**src/rtl/spi_transmitter_if.sv**
```systemverilog
// Parallel word handshake and 3-wire serial link of the SPI transmitter.
// The DUT uses the slave side. The upstream driver uses the master side.
interface spi_transmitter_if;
    logic [15:0] tx_data;
    logic        tx_valid;
    logic        tx_ready;
    logic        busy;
    logic        s_clk;
    logic        cs;
    logic        mosi;
    logic [1:0]  state;

    modport master (
        output tx_data, tx_valid,
        input  tx_ready, busy, s_clk, cs, mosi, state
    );

    modport slave (
        input  tx_data, tx_valid,
        output tx_ready, busy, s_clk, cs, mosi, state
    );
endinterface

```
**src/rtl/spi_transmitter.sv**
```systemverilog
// Sends 16-bit words MSB first over s_clk/cs/mosi with a free-running s_clk.
// cs and mosi only change on s_clk falling toggles, so they are stable at every rising edge.
module spi_transmitter #(
    parameter int CLK_DIV = 4,
    parameter int CS_IDLE = 2
) (
    input logic               clk,
    input logic               reset,
    spi_transmitter_if.slave  bus
);
    // Handshake: a word is accepted when tx_valid && tx_ready at a rising clk edge.
    // tx_data is sampled only on that edge. tx_ready stays low until the gap after the frame has elapsed.
    localparam int DW = $clog2(CLK_DIV) + 1;
    localparam int GW = $clog2(CS_IDLE + 1);

    typedef enum logic [1:0] {
        IDLE  = 2'd0,
        ARM   = 2'd1,
        SHIFT = 2'd2,
        GAP   = 2'd3
    } state_t;

    state_t          state;
    logic [DW-1:0]   div_cnt;
    logic            s_clk_q;
    logic            cs_q;
    logic            mosi_q;
    logic            tx_ready_q;
    logic            busy_q;
    logic [15:0]     shreg;
    logic [4:0]      bit_cnt;
    logic [GW-1:0]   gap_cnt;

    logic div_wrap;
    logic rise_evt;
    logic fall_evt;

    assign div_wrap = (div_cnt == DW'(CLK_DIV - 1));
    assign rise_evt = div_wrap && !s_clk_q;
    assign fall_evt = div_wrap && s_clk_q;

    assign bus.s_clk    = s_clk_q;
    assign bus.cs       = cs_q;
    assign bus.mosi     = mosi_q;
    assign bus.tx_ready = tx_ready_q;
    assign bus.busy     = busy_q;
    assign bus.state    = state;

    always_ff @(posedge clk or posedge reset) begin
        if (reset) begin
            state      <= IDLE;
            div_cnt    <= '0;
            s_clk_q    <= 1'b0;
            cs_q       <= 1'b1;
            mosi_q     <= 1'b0;
            tx_ready_q <= 1'b0;
            busy_q     <= 1'b0;
            shreg      <= '0;
            bit_cnt    <= '0;
            gap_cnt    <= GW'(CS_IDLE);
        end else begin
            if (div_wrap) begin
                div_cnt <= '0;
                s_clk_q <= ~s_clk_q;
            end else begin
                div_cnt <= div_cnt + DW'(1);
            end

            case (state)
                IDLE: begin
                    if (bus.tx_valid && tx_ready_q) begin
                        shreg      <= bus.tx_data;
                        tx_ready_q <= 1'b0;
                        busy_q     <= 1'b1;
                        state      <= ARM;
                    end else begin
                        tx_ready_q <= (gap_cnt >= GW'(CS_IDLE));
                    end
                end

                // Waiting here even when the accept edge was itself a fall event keeps the first bit's setup time.
                ARM: begin
                    if (fall_evt) begin
                        cs_q    <= 1'b0;
                        mosi_q  <= shreg[15];
                        shreg   <= {shreg[14:0], 1'b0};
                        bit_cnt <= '0;
                        state   <= SHIFT;
                    end
                end

                SHIFT: begin
                    if (rise_evt) begin
                        bit_cnt <= bit_cnt + 5'd1;
                    end
                    if (fall_evt) begin
                        if (bit_cnt == 5'd16) begin
                            cs_q    <= 1'b1;
                            mosi_q  <= 1'b0;
                            gap_cnt <= '0;
                            state   <= GAP;
                        end else begin
                            mosi_q <= shreg[15];
                            shreg  <= {shreg[14:0], 1'b0};
                        end
                    end
                end

                GAP: begin
                    if (rise_evt) begin
                        if (gap_cnt >= GW'(CS_IDLE - 1)) begin
                            gap_cnt    <= GW'(CS_IDLE);
                            tx_ready_q <= 1'b1;
                            busy_q     <= 1'b0;
                            state      <= IDLE;
                        end else begin
                            gap_cnt <= gap_cnt + GW'(1);
                        end
                    end
                end

                default: state <= IDLE;
            endcase
        end
    end
endmodule

```
**src/flat_wrapper.sv**
```systemverilog
// flat-port wrapper written by rule: the top's interface ports become plain ports
module spi_transmitter_flat 
#(
    parameter int CLK_DIV = 4,
    parameter int CS_IDLE = 2
)
  (clk, reset, bus_tx_data, bus_tx_valid, bus_tx_ready, bus_busy, bus_s_clk, bus_cs, bus_mosi, bus_state);
  spi_transmitter_if bus_i ();
  input logic clk;
  input logic reset;
  input wire logic [$bits(bus_i.tx_data)-1:0] bus_tx_data;
  input wire logic [$bits(bus_i.tx_valid)-1:0] bus_tx_valid;
  output wire logic [$bits(bus_i.tx_ready)-1:0] bus_tx_ready;
  output wire logic [$bits(bus_i.busy)-1:0] bus_busy;
  output wire logic [$bits(bus_i.s_clk)-1:0] bus_s_clk;
  output wire logic [$bits(bus_i.cs)-1:0] bus_cs;
  output wire logic [$bits(bus_i.mosi)-1:0] bus_mosi;
  output wire logic [$bits(bus_i.state)-1:0] bus_state;
  assign bus_i.tx_data = bus_tx_data;
  assign bus_i.tx_valid = bus_tx_valid;
  assign bus_tx_ready = bus_i.tx_ready;
  assign bus_busy = bus_i.busy;
  assign bus_s_clk = bus_i.s_clk;
  assign bus_cs = bus_i.cs;
  assign bus_mosi = bus_i.mosi;
  assign bus_state = bus_i.state;
  spi_transmitter #(.CLK_DIV(CLK_DIV), .CS_IDLE(CS_IDLE)) u_core (.clk(clk), .reset(reset), .bus(bus_i));
endmodule
```
**config.mk**
```make
export PLATFORM = sky130hd
export DESIGN_NAME = spi_transmitter_flat
export DESIGN_NICKNAME = d
export VERILOG_FILES = /design/src/rtl/spi_transmitter_if.sv /design/src/rtl/spi_transmitter.sv /design/src/flat_wrapper.sv
export SDC_FILE = /design/constraint.sdc
export NUM_CORES = 1
export LEC_CHECK = 0
export CAP_MARGIN = 5
export CORE_UTILIZATION = 45
export DETAILED_ROUTE_END_ITERATION = 12
export GPL_TIMING_DRIVEN = 0
export PLACE_DENSITY = 0.7
export SETUP_SLACK_MARGIN = 0.5
export SLEW_MARGIN = 20
export SYNTH_ARGS = -nofsm -noshare
export SYNTH_HDL_FRONTEND = slang
export SYNTH_SLANG_ARGS = --single-unit
```
**constraint.sdc**
```tcl
create_clock -name clk -period 2.4 [get_ports clk]
set_input_delay 0.6 -clock clk [delete_from_list [all_inputs] [get_ports clk]]
set_output_delay 0.6 -clock clk [all_outputs]
set_load 0.02 [all_outputs]
```
After elaboration in Yosys (flattened, before gate mapping)
Index checks and enable logic that the tools add are counted.
- register bits after elaboration: 33
- input bits: 19
- output and inout port bits: 7
- word-level logic and storage cells: 83
- add/subtract/negate cells: 3
- $lt $le $gt $ge: 2
- equality and inequality tests: 13
- muxes and demuxes: 37
- bitwise logic cells: 1
- reductions and logical operators: 17
- operator list (kind ; number):
    16-bit 2-to-1 mux ; 4
    16-bit case mux with 3 select lines ; 1
    2-bit 2-to-1 mux ; 10
    2-bit by 1-bit inequality test with 1-bit output (second input constant) ; 7
    1-bit 2-to-1 mux ; 12
    4-bit AND reduction ; 3
    5-bit 2-to-1 mux ; 2
    5-bit case mux with 2 select lines ; 1
    3-bit AND reduction ; 3
    1-bit case mux with 2 select lines ; 4
    2-bit case mux with 4 select lines ; 1
    6-bit AND reduction ; 1
    2-bit nonzero test ; 3
    5-bit by 1-bit adder with 5-bit output (second input constant) ; 1
    5-bit equality test (second input constant) ; 1
    5-bit AND reduction ; 1
    2-bit equality test (second input constant) ; 2
    2-bit case mux with 2 select lines ; 1
    3-bit by 1-bit adder with 3-bit output (second input constant) ; 1
    3-bit by 2-bit equality test with 1-bit output (second input constant) ; 1
    1-bit logical AND ; 3
    3-bit 2-to-1 mux ; 1
    3-bit nonzero test ; 1
    2-bit by 1-bit adder with 2-bit output (second input constant) ; 1
    7 further kinds ; 7

Logic depth before layout (Yosys ltp)
Gate-level depths: netlist of run 1.
- depth after elaboration: 4
- depth in mapped cells: 8
- depth with buffers taken out: 6

Worst setup path after synthesis of run 1
Ideal clock, no wire load.
- path kind: reg2reg
- start: register u_core.state[0] (netlist: u_core.bus.state[0])
- end: register u_core.shreg[0]
- setup time: 0.125 ns
- arrival time: 1.897 ns
- required time: 2.275 ns
- slack: 0.378 ns
- cell stages (with the launch flop): 9
- path buffers: 2
- clock period less this slack: 2.022 ns
- path through: dfrtp_1 inv_1 ha_1 buf_6 or2_4 nand2_2 nand4_4 buf_8 mux2_4
- longest elaborated chain between the ends: 3
- elaborated cells between the ends (all ways): 10
- those cells by class: 6 x eq/ne; 1 x mux; 3 x reduce/logical
- RTL lines (item ; line ; RTL):
    from (decl) ; spi_transmitter.sv:23 ; state_t state;
    from (signal assigned) ; spi_transmitter.sv:51 ; state <= IDLE;
    from (signal assigned) ; spi_transmitter.sv:75 ; state <= ARM;
    from (signal assigned) ; spi_transmitter.sv:88 ; state <= SHIFT;
    2-bit equality test, or another cell as far along ; spi_transmitter.sv:69 ; case (state)
    2-bit inequality test (no source line), or another cell as far along ; - ;
    5-bit AND reduction (no source line) ; - ;
    to (signal assigned) ; spi_transmitter.sv:72 ; shreg <= bus.tx_data;
    to (signal assigned) ; spi_transmitter.sv:86 ; shreg <= {shreg[14:0], 1'b0};
    to (signal assigned) ; spi_transmitter.sv:104 ; shreg <= {shreg[14:0], 1'b0};
    to (decl) ; spi_transmitter.sv:30 ; logic [15:0] shreg;
Parallel ways exist; a longest one is shown, timed or not.
A chain may end at the register's enable or synchronous reset.

Final worst setup path of run 1
- start: register u_core.state[1] (netlist: u_core.bus.state[1])
- end: register u_core.shreg[4]
The elaborated chain is that of the path after synthesis.

==> impl_metrics.prom, run 1 <==
# TYPE chip_impl_metric gauge
chip_impl_info{name="critical_path_source_type",value="flip-flop"} 1
chip_impl_metric{name="yosys_warnings",unit=""} 0
chip_impl_metric{name="grt_start_max_net_pins",unit=""} 34
chip_impl_metric{name="h-tree-depth",unit=""} 2
chip_impl_metric{name="io_pins",unit=""} 26
chip_impl_metric{name="fmax",unit="GHz"} 0.5309
chip_impl_metric{name="die_y",unit="µm"} 65.76
chip_impl_metric{name="multiInputGateArea",unit="µm²"} 952.2
chip_impl_metric{name="maxCapViolCount",unit=""} 0
chip_impl_metric{name="mappedNetlistNets",unit=""} 180
chip_impl_metric{name="timing.final.max_slew_violations",unit=""} 0
chip_impl_metric{name="placed_area",unit="µm²"} 2151
chip_impl_metric{name="synth_enable_flop_cells",unit=""} 0
chip_impl_metric{name="worst_ep_arrival_time",unit="ps"} 2050
chip_impl_metric{name="synthesized_netlist_cell_count",unit=""} 153
chip_impl_metric{name="vias_in_the_first_global_route",unit=""} 1348
chip_impl_metric{name="critPathBufInv",unit=""} 2
chip_impl_metric{name="drive_gt1_share",unit="%"} 36.36
chip_impl_metric{name="grt_pass1_wl",unit="mm"} 5.940
chip_impl_metric{name="place_hpwl",unit="mm"} 2.492
chip_impl_metric{name="antenna_found_initial",unit=""} 0
chip_impl_metric{name="netSwitchingFraction",unit="%"} 21.67
chip_impl_metric{name="drc_violation_count_after_routing",unit=""} 0
chip_impl_metric{name="antenna_left",unit=""} 0
chip_impl_metric{name="global_route.overflow_total",unit=""} 0
chip_impl_info{name="outcome",value="completed"} 1
chip_impl_info{name="layout.cells.most_common_list",value="28 x sky130_fd_sc_hd__dfrtp_1, 22 x sky130_fd_sc_hd__mux2_2, 19 x sky130_fd_sc_hd__clkdlybuf4s50_1, 10 x sky130_fd_sc_hd__buf_4, 10 x sky130_fd_sc_hd__mux2_4"} 1
chip_impl_metric{name="net-switching-power",unit="mW"} 0.2166
chip_impl_metric{name="internal_power",unit="mW"} 0.7831
chip_impl_metric{name="core.rowCount",unit=""} 22
chip_impl_metric{name="cts_hold_bufs",unit=""} 0
chip_impl_metric{name="gp_routability_congestion",unit=""} 0.7882
chip_impl_info{name="reg2reg_from",value="u_core.bus.state[1]"} 1
chip_impl_metric{name="synth.distinct_cells",unit=""} 44
chip_impl_metric{name="cts.sinks",unit=""} 33
chip_impl_metric{name="use_met1",unit="%"} 22.27
chip_impl_info{name="critPathTopFamily",value="simple AND/OR/NAND/NOR gates"} 1
chip_impl_info{name="hold_path_class",value="reg2reg"} 1
chip_impl_metric{name="tightest_slew",unit="ps"} 680.4
chip_impl_metric{name="global_route.usage.total",unit="%"} 18.54
chip_impl_metric{name="1st_pass_router_iterations",unit=""} 4
chip_impl_metric{name="worst_setup_hold_path_clk_slew",unit="ps"} 70
chip_impl_metric{name="clk_path_buf_depth",unit=""} 2
chip_impl_metric{name="num-nets-final",unit=""} 224
chip_impl_metric{name="die_width",unit="µm"} 65.76
chip_impl_info{name="startpoint_of_the_worst_setup_timing_path",value="u_core.bus.state[1]"} 1
chip_impl_metric{name="critical_path_required",unit="ps"} 2570
chip_impl_metric{name="drt_iter0_markers",unit=""} 96
chip_impl_metric{name="post_synth.cell_area_avg",unit="µm²"} 11.96
chip_impl_metric{name="synth.yosys.seq_area_share",unit="%"} 45.28
chip_impl_metric{name="final_area",unit="µm²"} 2377
chip_impl_metric{name="portBuffers",unit=""} 25
chip_impl_metric{name="p_leak",unit="nW"} 1.171
chip_impl_metric{name="number_of_failing_hold_endpoints_at_the_final_stage",unit=""} 0
chip_impl_metric{name="power.density",unit="nW/µm²"} 420.5
chip_impl_metric{name="netlist_area",unit="µm²"} 1829
chip_impl_metric{name="flow.area_growth_from_synthesis",unit="%"} 29.96
chip_impl_metric{name="clock_insertion_delay_worst_skew",unit="ps"} 280
chip_impl_metric{name="worst_slew_margin_rel",unit="%"} 54.58
chip_impl_metric{name="critPathMaxFanout",unit=""} 5
chip_impl_metric{name="register_area",unit="µm²"} 832.0
chip_impl_metric{name="post_drt_wl_per_cell",unit="µm"} 14.82
chip_impl_metric{name="antenna-diode-count",unit=""} 0
chip_impl_info{name="grt_busiest_layer",value="met2"} 1
chip_impl_metric{name="power_frac_clock",unit="%"} 40.2
chip_impl_metric{name="finalCritPeriodShare",unit="%"} 78.49
chip_impl_metric{name="timing.critical_path.slowest_cell_delay",unit="ps"} 450
chip_impl_metric{name="effective_utilization_at_floorplan",unit="%"} 48.51
chip_impl_metric{name="clock_period_minus_worst_slack",unit="ps"} 1884
chip_impl_info{name="cp_slowest_cell",value="sky130_fd_sc_hd__dfrtp_2"} 1
chip_impl_info{name="cts_tree",value="built"} 1
chip_impl_info{name="crit_path_cell_chain",value="ha_4 -> buf_6 -> or2_4 -> nand2_4 -> nand4_4 -> clkbuf_16 -> mux2_4"} 1
chip_impl_metric{name="async_flop_share",unit="%"} 100.0
chip_impl_metric{name="comb_power_share",unit="%"} 4.1
chip_impl_metric{name="totalNegativeSetupSlack",unit="ps"} 0
chip_impl_metric{name="met3_usage",unit="%"} 5.556
chip_impl_metric{name="wl",unit="mm"} 3.645
chip_impl_info{name="worst_setup_ep_type",value="flip-flop"} 1
chip_impl_info{name="postSynth.topFlopCell",value="sky130_fd_sc_hd__dfrtp_1"} 1
chip_impl_metric{name="setup_viol",unit=""} 0
chip_impl_metric{name="synth_seq_cells",unit=""} 33
chip_impl_metric{name="finClkSkew",unit="ps"} 8.848
chip_impl_metric{name="share_seq_of_total_power",unit="%"} 55.6
chip_impl_metric{name="viasPerCell",unit=""} 5.366
chip_impl_metric{name="grt.met2_usage",unit="%"} 29.72
chip_impl_metric{name="max-vdd-ir-drop",unit="mV"} 0.3011
chip_impl_info{name="timing_worst_setup_path_type",value="reg2reg"} 1
chip_impl_info{name="worstHoldStart",value="u_core.div_cnt[0]"} 1
chip_impl_metric{name="dr_total_vias",unit=""} 1320
chip_impl_metric{name="die_area",unit="µm²"} 4324
chip_impl_info{name="grt_setup_unrepaired",value="yes"} 1
chip_impl_metric{name="cts_made_buffers",unit=""} 5
chip_impl_info{name="final_common_cell",value="sky130_fd_sc_hd__dfrtp_1"} 1
chip_impl_metric{name="core-area",unit="µm²"} 3771
chip_impl_metric{name="fillers",unit=""} 283
chip_impl_info{name="cts-root-buf",value="sky130_fd_sc_hd__clkbuf_8"} 1
==> cell families (layout without fill, tap and decap cells) <==
group | Yosys count | in the layout | share of synthesized area [%]
and+or+nand+nor | 37 | 37 | 12.04
muxes | 34 | 34 | 22.85
DFF | 33 | 33 | 45.28
AOI/OAI and AO/OA | 28 | 28 | 10.47
buffers and inverters | 13 | 58 | 3.899
adders and majority gates | 8 | 8 | 5.472
==> sequential cells by signal, indices dropped and copies added, names as in the netlist <==
signal               cells
u_core.bit_cnt           5
u_core.bus.busy          1
u_core.bus.cs            1
u_core.bus.mosi          1
u_core.bus.s_clk         1
u_core.bus.state         2
u_core.bus.tx_ready      1
u_core.div_cnt           3
u_core.gap_cnt           2
u_core.shreg            16
==> synthesized netlist by cell type (all sizes together), types with 2 or more instances <==
library cell,instances,area share (%)
dfrtp,31,42
clkbuf,3,0.62
nand2,9,2.0
nor2,8,1.6
a31oi,2,0.68
a22o,2,0.96
or2,2,0.82
nor2b,2,0.68
dfstp,2,2.9
inv,7,1.4
nor3,2,0.55
nand3,3,0.82
mux2i,2,1.1
a21boi,3,1.2
a21oi,8,2.2
ha,8,5.5
mux2,32,22
o21ai,3,0.82
buf,3,1.8
or2b,2,0.82
==> per-layer routing <==
| layer | up-vias | part of all wire, % |
|---|---|---|
| met5 | - | 0 |
| met4 | 0 | 1.5 |
| met3 | 6 | 2.7 |
| met2 | 21 | 51 |
| met1 | 653 | 45 |
| li1 | 640 | - |
==> power groups by stage <==
stage | clock network (mW) | registers [mW] | logic, mW
after floorplan | 0 | 0.567 | 0.00940
after CTS | 0.416 | 0.556 | 0.0426
after detailed placement | 0 | 0.567 | 0.0424
after global routing | 0.438 | 0.556 | 0.0460
final | 0.402 | 0.556 | 0.0412
after global placement | 0 | 0.567 | 0.0411
==> metrics by stage <==
| stage | hold slack, ps | total power [mW] | utilization (%) | cells | worst slack [ps] |
|---|---|---|---|---|---|
| finish | 440.3 | 0.9997 | 63.04 | 246 | 516.3 |
| global route | 466.8 | 1.040 | 63.04 | 246 | 447.2 |
| CTS | 436.6 | 1.015 | 59.79 | 235 | 507.7 |
| detailed placement | 426.4 | 0.6090 | 57.03 | 226 | 269.1 |
| global placement | 419.0 | 0.6077 | 57.03 | 226 | 252.3 |
| floorplan | 409.9 | 0.5760 | - | 153 | 507.0 |
==> layout make-up <==
cell class              instances  share of cell area (%)
plain buffers                   6                   2.263
clock buffers                   6                   3.053
clock inverters                 2                  0.4211
inverters                       7                   1.211
multi-input cells             107                   40.05
flip-flops and latches         33                   35.00
well taps                      48                   2.526
repair buffers                 37                   15.47
==> path summary, 6_finish.rpt <==
path                                endpoint  slack [ps]  cells after the start
min in group asynchronous    u_core.shreg[8]         740                      2
min reg2reg                u_core.div_cnt[0]         440                      1
min                        u_core.div_cnt[0]         440                      1
max in group asynchronous  u_core.bit_cnt[0]        1180                      2
max reg2reg                  u_core.shreg[4]         520                      7
max                          u_core.shreg[4]         520                      7
==> what timing repair did <==
action	CTS	global route
setup endpoints to repair	14	21
setup buffers	1	9
pin swaps	0	5
resized for setup	6	11
gates cloned	0	2
Power figures use the tool's default switching activity.
==> run 2, diff against run 1 <==
clock period = 1.9 ns   (was 2.4 ns; I/O delays follow)
==> impl_metrics.prom, run 2 (synthesis gave the netlist of run 1 again) <==
# TYPE chip_impl_metric gauge
chip_impl_info{name="top_layer_used",value="met4"} 1
chip_impl_metric{name="die_y",unit="µm"} 65.76
chip_impl_metric{name="grt_start_max_net_pins",unit=""} 34
chip_impl_metric{name="timing.critical_path.slowest_cell_delay",unit="ps"} 410
chip_impl_metric{name="placed_area",unit="µm²"} 2187
chip_impl_metric{name="drt_iter0_markers",unit=""} 55
chip_impl_metric{name="post_drt_wl_per_cell",unit="µm"} 17.12
chip_impl_metric{name="reg2regPathDepth",unit=""} 8
chip_impl_info{name="outcome",value="completed"} 1
chip_impl_metric{name="totalNegativeSetupSlack",unit="ps"} 0
chip_impl_metric{name="timing.hold.worst_path_depth",unit=""} 1
chip_impl_metric{name="met3_length",unit="µm"} 150
chip_impl_info{name="crit_path_cell_chain",value="inv_4 -> ha_4 -> buf_6 -> or2_4 -> nand2_4 -> nand4_4 -> clkbuf_16 -> mux2_4"} 1
chip_impl_metric{name="number_of_failing_hold_endpoints_at_the_final_stage",unit=""} 0
chip_impl_metric{name="drc_violation_count_after_routing",unit=""} 0
chip_impl_info{name="rr_endpoint",value="u_core.shreg[2]"} 1
chip_impl_info{name="reg_top3",value="u_core.shreg: 16 flops, u_core.bit_cnt: 5 flops, u_core.div_cnt: 3 flops"} 1
chip_impl_info{name="top_register",value="u_core.shreg"} 1
chip_impl_metric{name="antenna_found_initial",unit=""} 0
chip_impl_metric{name="cts_made_buffers",unit=""} 5
chip_impl_info{name="cts-root-buf",value="sky130_fd_sc_hd__clkbuf_8"} 1
chip_impl_metric{name="core-area",unit="µm²"} 3771
chip_impl_metric{name="r2r_slack",unit="ps"} 40
chip_impl_info{name="final_common_cell",value="sky130_fd_sc_hd__dfrtp_1"} 1
chip_impl_metric{name="antenna_left",unit=""} 0
chip_impl_metric{name="finalCritPeriodShare",unit="%"} 97.74
chip_impl_metric{name="core.rowCount",unit=""} 22
chip_impl_info{name="worst_setup_ep_type",value="flip-flop"} 1
chip_impl_metric{name="place_hpwl",unit="mm"} 2.592
chip_impl_metric{name="final_core_utilization",unit="%"} 69.77
chip_impl_metric{name="maxCapViolCount",unit=""} 0
chip_impl_metric{name="cts.sinks",unit=""} 33
chip_impl_metric{name="total_power",unit="mW"} 1.439
chip_impl_metric{name="dr_total_vias",unit=""} 1424
chip_impl_info{name="grt_setup_unrepaired",value="yes"} 1
chip_impl_metric{name="p_leak",unit="nW"} 1.225
chip_impl_metric{name="tightest_slew",unit="ps"} 677.8
chip_impl_metric{name="cts_hold_bufs",unit=""} 0
chip_impl_metric{name="vias_in_the_first_global_route",unit=""} 1413
chip_impl_metric{name="num-nets-final",unit=""} 233
chip_impl_metric{name="clk_path_buf_depth",unit=""} 2
chip_impl_metric{name="global_route.usage.total",unit="%"} 21.16
chip_impl_metric{name="worst_setup_hold_path_clk_slew",unit="ps"} 70
chip_impl_metric{name="wl",unit="mm"} 4.366
chip_impl_metric{name="drive_gt1_share",unit="%"} 51.69
chip_impl_metric{name="portBuffers",unit=""} 25
chip_impl_metric{name="effective_utilization_at_floorplan",unit="%"} 48.51
chip_impl_metric{name="viasPerCell",unit=""} 5.584
chip_impl_info{name="layout.cells.most_common_list",value="29 x sky130_fd_sc_hd__dfrtp_1, 22 x sky130_fd_sc_hd__mux2_2, 18 x sky130_fd_sc_hd__clkdlybuf4s50_1, 13 x sky130_fd_sc_hd__buf_4"} 1
chip_impl_metric{name="power.density",unit="nW/µm²"} 546.9
chip_impl_metric{name="max-vdd-ir-drop",unit="mV"} 0.4534
chip_impl_metric{name="clock_insertion_delay_worst_skew",unit="ps"} 290
chip_impl_metric{name="io_pins",unit=""} 26
chip_impl_metric{name="largest_reg_flops",unit=""} 16
chip_impl_metric{name="finClkSkew",unit="ps"} 11.90
chip_impl_metric{name="flow.area_growth_from_synthesis",unit="%"} 43.84
chip_impl_metric{name="die_width",unit="µm"} 65.76
chip_impl_metric{name="die_area",unit="µm²"} 4324
chip_impl_metric{name="grt_pass1_wl",unit="mm"} 6.658
chip_impl_metric{name="critical_path_required",unit="ps"} 2070
chip_impl_info{name="critical_path_source_type",value="flip-flop"} 1
chip_impl_metric{name="met2WireLength",unit="mm"} 2.355
chip_impl_metric{name="critPathMaxFanout",unit=""} 5
chip_impl_info{name="hold_path_end",value="u_core.shreg[10]"} 1
chip_impl_metric{name="gp_routability_congestion",unit=""} 0.7836
chip_impl_metric{name="clock_period_minus_worst_slack",unit="ps"} 1857
chip_impl_metric{name="fmax",unit="GHz"} 0.5385
chip_impl_metric{name="met1_length",unit="mm"} 1.708
chip_impl_metric{name="worst_ep_arrival_time",unit="ps"} 2020
chip_impl_metric{name="antenna-diode-count",unit=""} 0
chip_impl_metric{name="final_area",unit="µm²"} 2631
chip_impl_info{name="worstHoldStart",value="u_core.shreg[10]"} 1
chip_impl_metric{name="global_route.overflow_total",unit=""} 0
chip_impl_metric{name="timing.final.max_slew_violations",unit=""} 0
chip_impl_info{name="reg2reg_from",value="u_core.bus.state[0]"} 1
chip_impl_info{name="cp_slowest_cell",value="sky130_fd_sc_hd__dfrtp_2"} 1
chip_impl_metric{name="setup_viol",unit=""} 0
chip_impl_metric{name="worst_slew_margin_rel",unit="%"} 54.75
chip_impl_info{name="cts_tree",value="built"} 1
chip_impl_info{name="hold_path_class",value="reg2reg"} 1
chip_impl_info{name="timing_worst_setup_path_type",value="reg2reg"} 1
chip_impl_metric{name="h-tree-depth",unit=""} 2
chip_impl_metric{name="1st_pass_router_iterations",unit=""} 4
==> run 2: worst max-delay path by stage <==
| stage | slack (ps) | from | endpoint |
|---|---|---|---|
| floorplan | 40 | u_core.bus.state[0] | u_core.shreg[0] |
| global placement | -150 | reset | u_core.bus.state[0] |
| detailed placement | -110 | bus_tx_valid | u_core.shreg[7] |
| CTS | 30 | u_core.bus.state[0] | u_core.shreg[1] |
| global route | -20 | u_core.bus.state[1] | u_core.shreg[2] |
| finish | 40 | u_core.bus.state[0] | u_core.shreg[2] |
==> run 2: repair_timing <==
action / 4_1_cts / 5_1_grt
buffers inserted: 12 / 8
gates cloned: 1 / 0
setup endpoints to repair: 36 / 34
endpoints found under the hold margin: 0 / 0
resized for setup: 45 / 25
pin swaps: 8 / 13
==> run 2: stage by stage <==
stage,std cells,setup slack (ps),hold slack (ps)
after global placement,226,-146.7,424.0
after floorplan,153,41.86,411.6
after CTS,247,32.79,445.3
after detailed placement,226,-110.7,433.1
after global routing,255,-18.29,519.8
final,255,42.99,503.0
==> run 2: routing by layer <==
metal / up-vias / GRT usage, %
li1: 662 / -
met1: 714 / 22.58
met2: 33 / 37.88
met3: 15 / 5.556
met4: 0 / 10.60
met5: - / 0
==> run 2: critical path: cells and delay by family, from the launching register on <==
kind | cells | cell delay [ps]
fa+ha+maj | 1 | 150
mux | 1 | 290
simple gates | 3 | 500
buf+inv | 3 | 370
flops | 1 | 410
==> run 2: cell type report <==
cell class | count | area, µm²
Sequential cell | 33 | 830.8
Fill cell | 264 | 1140
Timing Repair Buffer | 46 | 441.7
Tap cell | 48 | 60.06
Clock inverter | 1 | 30.03
Buffer | 6 | 73.82
Clock buffer | 7 | 86.33
Multi-Input combinational cell | 107 | 1080
Inverter | 7 | 28.78
==> run 2: power breakdown <==
part / internal (mW) / switching, mW / total [mW]
Clock: 0.427 / 0.257 / 0.684
Combinational: 0.0330 / 0.0194 / 0.0524
Sequential: 0.703 / 0 / 0.703
Total: 1.16 / 0.276 / 1.44
==> run 3, diff against run 2 <==
SLEW_MARGIN = unset   (was 20)
==> impl_metrics.prom, run 3 (synthesis gave the netlist of run 1 again) <==
# TYPE chip_impl_metric gauge
chip_impl_info{name="outcome",value="completed"} 1
chip_impl_metric{name="portBuffers",unit=""} 25
chip_impl_info{name="cts-root-buf",value="sky130_fd_sc_hd__clkbuf_8"} 1
chip_impl_metric{name="worst_ep_arrival_time",unit="ps"} 2040
chip_impl_metric{name="drt_iter0_markers",unit=""} 43
chip_impl_metric{name="core.rowCount",unit=""} 22
chip_impl_metric{name="final_area",unit="µm²"} 2576
chip_impl_metric{name="tightest_slew",unit="ps"} 700.0
chip_impl_metric{name="io_pins",unit=""} 26
chip_impl_metric{name="timing.critical_path.slowest_cell_delay",unit="ps"} 420
chip_impl_metric{name="place_hpwl",unit="mm"} 2.598
chip_impl_info{name="critical_path_source_type",value="flip-flop"} 1
chip_impl_info{name="critPathTopFamily",value="compound AO/OA/AOI/OAI gates"} 1
chip_impl_metric{name="wl",unit="mm"} 4.376
chip_impl_metric{name="flow.area_growth_from_synthesis",unit="%"} 40.83
chip_impl_metric{name="global_route.usage.total",unit="%"} 21.70
chip_impl_metric{name="1st_pass_router_iterations",unit=""} 4
chip_impl_metric{name="critPathBufInv",unit=""} 2
chip_impl_metric{name="die_width",unit="µm"} 65.76
chip_impl_metric{name="core-area",unit="µm²"} 3771
chip_impl_metric{name="maxCapViolCount",unit=""} 0
chip_impl_metric{name="cts.sinks",unit=""} 33
chip_impl_metric{name="gp_routability_congestion",unit=""} 0.7836
chip_impl_metric{name="post_drt_wl_per_cell",unit="µm"} 17.23
chip_impl_info{name="startpoint_of_the_worst_setup_timing_path",value="u_core.bus.state[0]"} 1
chip_impl_metric{name="effective_utilization_at_floorplan",unit="%"} 48.51
chip_impl_metric{name="r2r_slack",unit="ps"} 30
chip_impl_metric{name="clock_insertion_delay_worst_skew",unit="ps"} 290
chip_impl_info{name="layout.cells.most_common_list",value="29 x sky130_fd_sc_hd__dfrtp_1, 18 x sky130_fd_sc_hd__buf_4, 18 x sky130_fd_sc_hd__clkdlybuf4s50_1, 17 x sky130_fd_sc_hd__mux2_4, 15 x sky130_fd_sc_hd__mux2_2"} 1
chip_impl_info{name="reg_top3",value="u_core.shreg: 16 flops, u_core.bit_cnt: 5 flops, u_core.div_cnt: 3 flops"} 1
chip_impl_info{name="worst_setup_ep_type",value="flip-flop"} 1
chip_impl_info{name="final_common_cell",value="sky130_fd_sc_hd__dfrtp_1"} 1
chip_impl_metric{name="num-nets-final",unit=""} 232
chip_impl_metric{name="power.density",unit="nW/µm²"} 565.6
chip_impl_metric{name="totalNegativeSetupSlack",unit="ps"} 0
chip_impl_metric{name="vias_in_the_first_global_route",unit=""} 1416
chip_impl_metric{name="h-tree-depth",unit=""} 2
chip_impl_metric{name="drive_gt1_share",unit="%"} 49.03
chip_impl_metric{name="die_y",unit="µm"} 65.76
chip_impl_metric{name="use_met1",unit="%"} 24.67
chip_impl_info{name="hold_path_class",value="reg2reg"} 1
chip_impl_metric{name="finalWorstSetupSlack",unit="ps"} 34.76
chip_impl_metric{name="met3_usage",unit="%"} 4.861
chip_impl_metric{name="antenna_left",unit=""} 0
chip_impl_info{name="cts_tree",value="built"} 1
chip_impl_metric{name="antenna_found_initial",unit=""} 0
chip_impl_metric{name="reg2regPathDepth",unit=""} 7
chip_impl_metric{name="post-place-ws",unit="ps"} -150.7
chip_impl_info{name="grt_setup_unrepaired",value="yes"} 1
chip_impl_metric{name="fillers",unit=""} 271
chip_impl_metric{name="p_leak",unit="nW"} 1.222
chip_impl_metric{name="clk_path_buf_depth",unit=""} 2
chip_impl_metric{name="viasPerCell",unit=""} 5.669
chip_impl_metric{name="critical_path_required",unit="ps"} 2080
chip_impl_metric{name="antenna-diode-count",unit=""} 0
chip_impl_info{name="timing.critical_path.to",value="u_core.bus.state[1]"} 1
chip_impl_info{name="grt_busiest_layer",value="met2"} 1
chip_impl_metric{name="worst_setup_hold_path_clk_slew",unit="ps"} 70
chip_impl_metric{name="finClkSkew",unit="ps"} 4.258
chip_impl_metric{name="setup_viol",unit=""} 0
chip_impl_metric{name="largest_reg_flops",unit=""} 16
chip_impl_metric{name="clock_period_minus_worst_slack",unit="ps"} 1865
chip_impl_metric{name="die_area",unit="µm²"} 4324
chip_impl_metric{name="timing.final.max_slew_violations",unit=""} 0
chip_impl_metric{name="global_route.overflow_total",unit=""} 0
chip_impl_metric{name="fmax",unit="GHz"} 0.5361
chip_impl_metric{name="grt_pass1_wl",unit="mm"} 6.886
chip_impl_info{name="top_register",value="u_core.shreg"} 1
chip_impl_metric{name="placed_area",unit="µm²"} 2187
chip_impl_metric{name="grt.met2_usage",unit="%"} 39.03
chip_impl_metric{name="cts_made_buffers",unit=""} 5
chip_impl_metric{name="critPathMaxFanout",unit=""} 4
chip_impl_info{name="cp_slowest_cell",value="sky130_fd_sc_hd__dfrtp_2"} 1
chip_impl_metric{name="dr_total_vias",unit=""} 1440
chip_impl_metric{name="finalCritPeriodShare",unit="%"} 98.17
chip_impl_metric{name="worst_slew_margin_rel",unit="%"} 53.24
chip_impl_metric{name="total_power",unit="mW"} 1.457
chip_impl_metric{name="number_of_failing_hold_endpoints_at_the_final_stage",unit=""} 0
chip_impl_info{name="timing_worst_setup_path_type",value="reg2reg"} 1
chip_impl_metric{name="max-vdd-ir-drop",unit="mV"} 0.4588
chip_impl_metric{name="cp_num_cells",unit=""} 7
chip_impl_info{name="rr_endpoint",value="u_core.bus.state[1]"} 1
chip_impl_metric{name="drc_violation_count_after_routing",unit=""} 0
chip_impl_info{name="reg2reg_from",value="u_core.bus.state[0]"} 1
chip_impl_metric{name="grt_start_max_net_pins",unit=""} 34
chip_impl_info{name="crit_path_cell_chain",value="inv_4 -> ha_4 -> buf_6 -> or2_4 -> a221oi_2 -> o21bai_2 -> mux2_4"} 1
chip_impl_metric{name="cts_hold_bufs",unit=""} 0
run 3: cell types whose count changed in the layout (fill, tap and decap cells not counted), moves of 2 or more:
| cell | previous run | this run |
|---|---|---|
| sky130_fd_sc_hd__inv_2 | 4 | 1 |
| sky130_fd_sc_hd__clkinvlp_4 | 0 | 2 |
| sky130_fd_sc_hd__buf_4 | 13 | 18 |
| sky130_fd_sc_hd__mux2_2 | 22 | 15 |
| sky130_fd_sc_hd__mux2_4 | 10 | 17 |
| sky130_fd_sc_hd__nor2_2 | 2 | 0 |
| sky130_fd_sc_hd__buf_6 | 10 | 5 |
| sky130_fd_sc_hd__inv_1 | 2 | 4 |
| sky130_fd_sc_hd__ha_2 | 1 | 3 |
run 3: metrics by stage:
| stage | cells | hold WS, ps | util [%] |
|---|---|---|---|
| finish | 254 | 509.5 | 68.31 |
| detailed placement | 226 | 435.5 | 58.00 |
| floorplan | 153 | 411.6 | - |
| global placement | 226 | 424.0 | 58.00 |
| CTS | 247 | 489.9 | 66.56 |
| global route | 254 | 522.4 | 68.31 |
run 3: worst min path at each step:
| stage | endpoint | cells past startpoint | start | slack (ps) |
|---|---|---|---|---|
| after floorplan | u_core.div_cnt[0] | 1 | u_core.div_cnt[0] | 410 |
| after global placement | u_core.div_cnt[0] | 1 | u_core.div_cnt[0] | 420 |
| after detailed placement | u_core.div_cnt[0] | 1 | u_core.div_cnt[0] | 440 |
| after CTS | u_core.div_cnt[0] | 1 | u_core.div_cnt[0] | 490 |
| after global routing | u_core.shreg[9] | 1 | u_core.shreg[9] | 520 |
| final | u_core.shreg[10] | 1 | u_core.shreg[10] | 510 |
run 3: repair_timing:
action	in CTS	in global routing
cloned	0	0
gates resized for setup	58	7
pin swaps	8	5
setup endpoints to repair	69	32
buffers inserted	13	7
run 3: worst register-to-register path: cells and delay by family, from the launching register on:
family / cells / cell delay [ps]
adder cells (fa/ha/maj): 1 / 160
flip-flops: 1 / 420
AO/OA/AOI/OAI: 2 / 430
multiplexers: 1 / 310
AND/OR/NAND/NOR: 1 / 250
buffers and inverters: 2 / 180
run 3: routing by layer:
layer / part of all wire, % / wire length, µm
met3: 4.1 / 178
met5: 0 / 0
met2: 53 / 2341
met1: 40 / 1752
met4: 2.4 / 104
run 3: cell type report:
cell class,count,area [µm²],area share (%)
buffer,6,73.82,2.865
clock buffer,6,82.58,3.205
clock inverter,2,37.54,1.457
inverter,7,32.53,1.263
multi-input combinational,107,1061,41.19
sequential,33,830.8,32.25
tap,48,60.06,2.331
timing repair buffer,45,397.9,15.44
run 3: where the power goes:
group / switching (mW) / internal (mW) / total [mW]
Sequential: 0 / 0.702 / 0.702
Combinational: 0.0197 / 0.0333 / 0.0530
Clock: 0.275 / 0.426 / 0.702
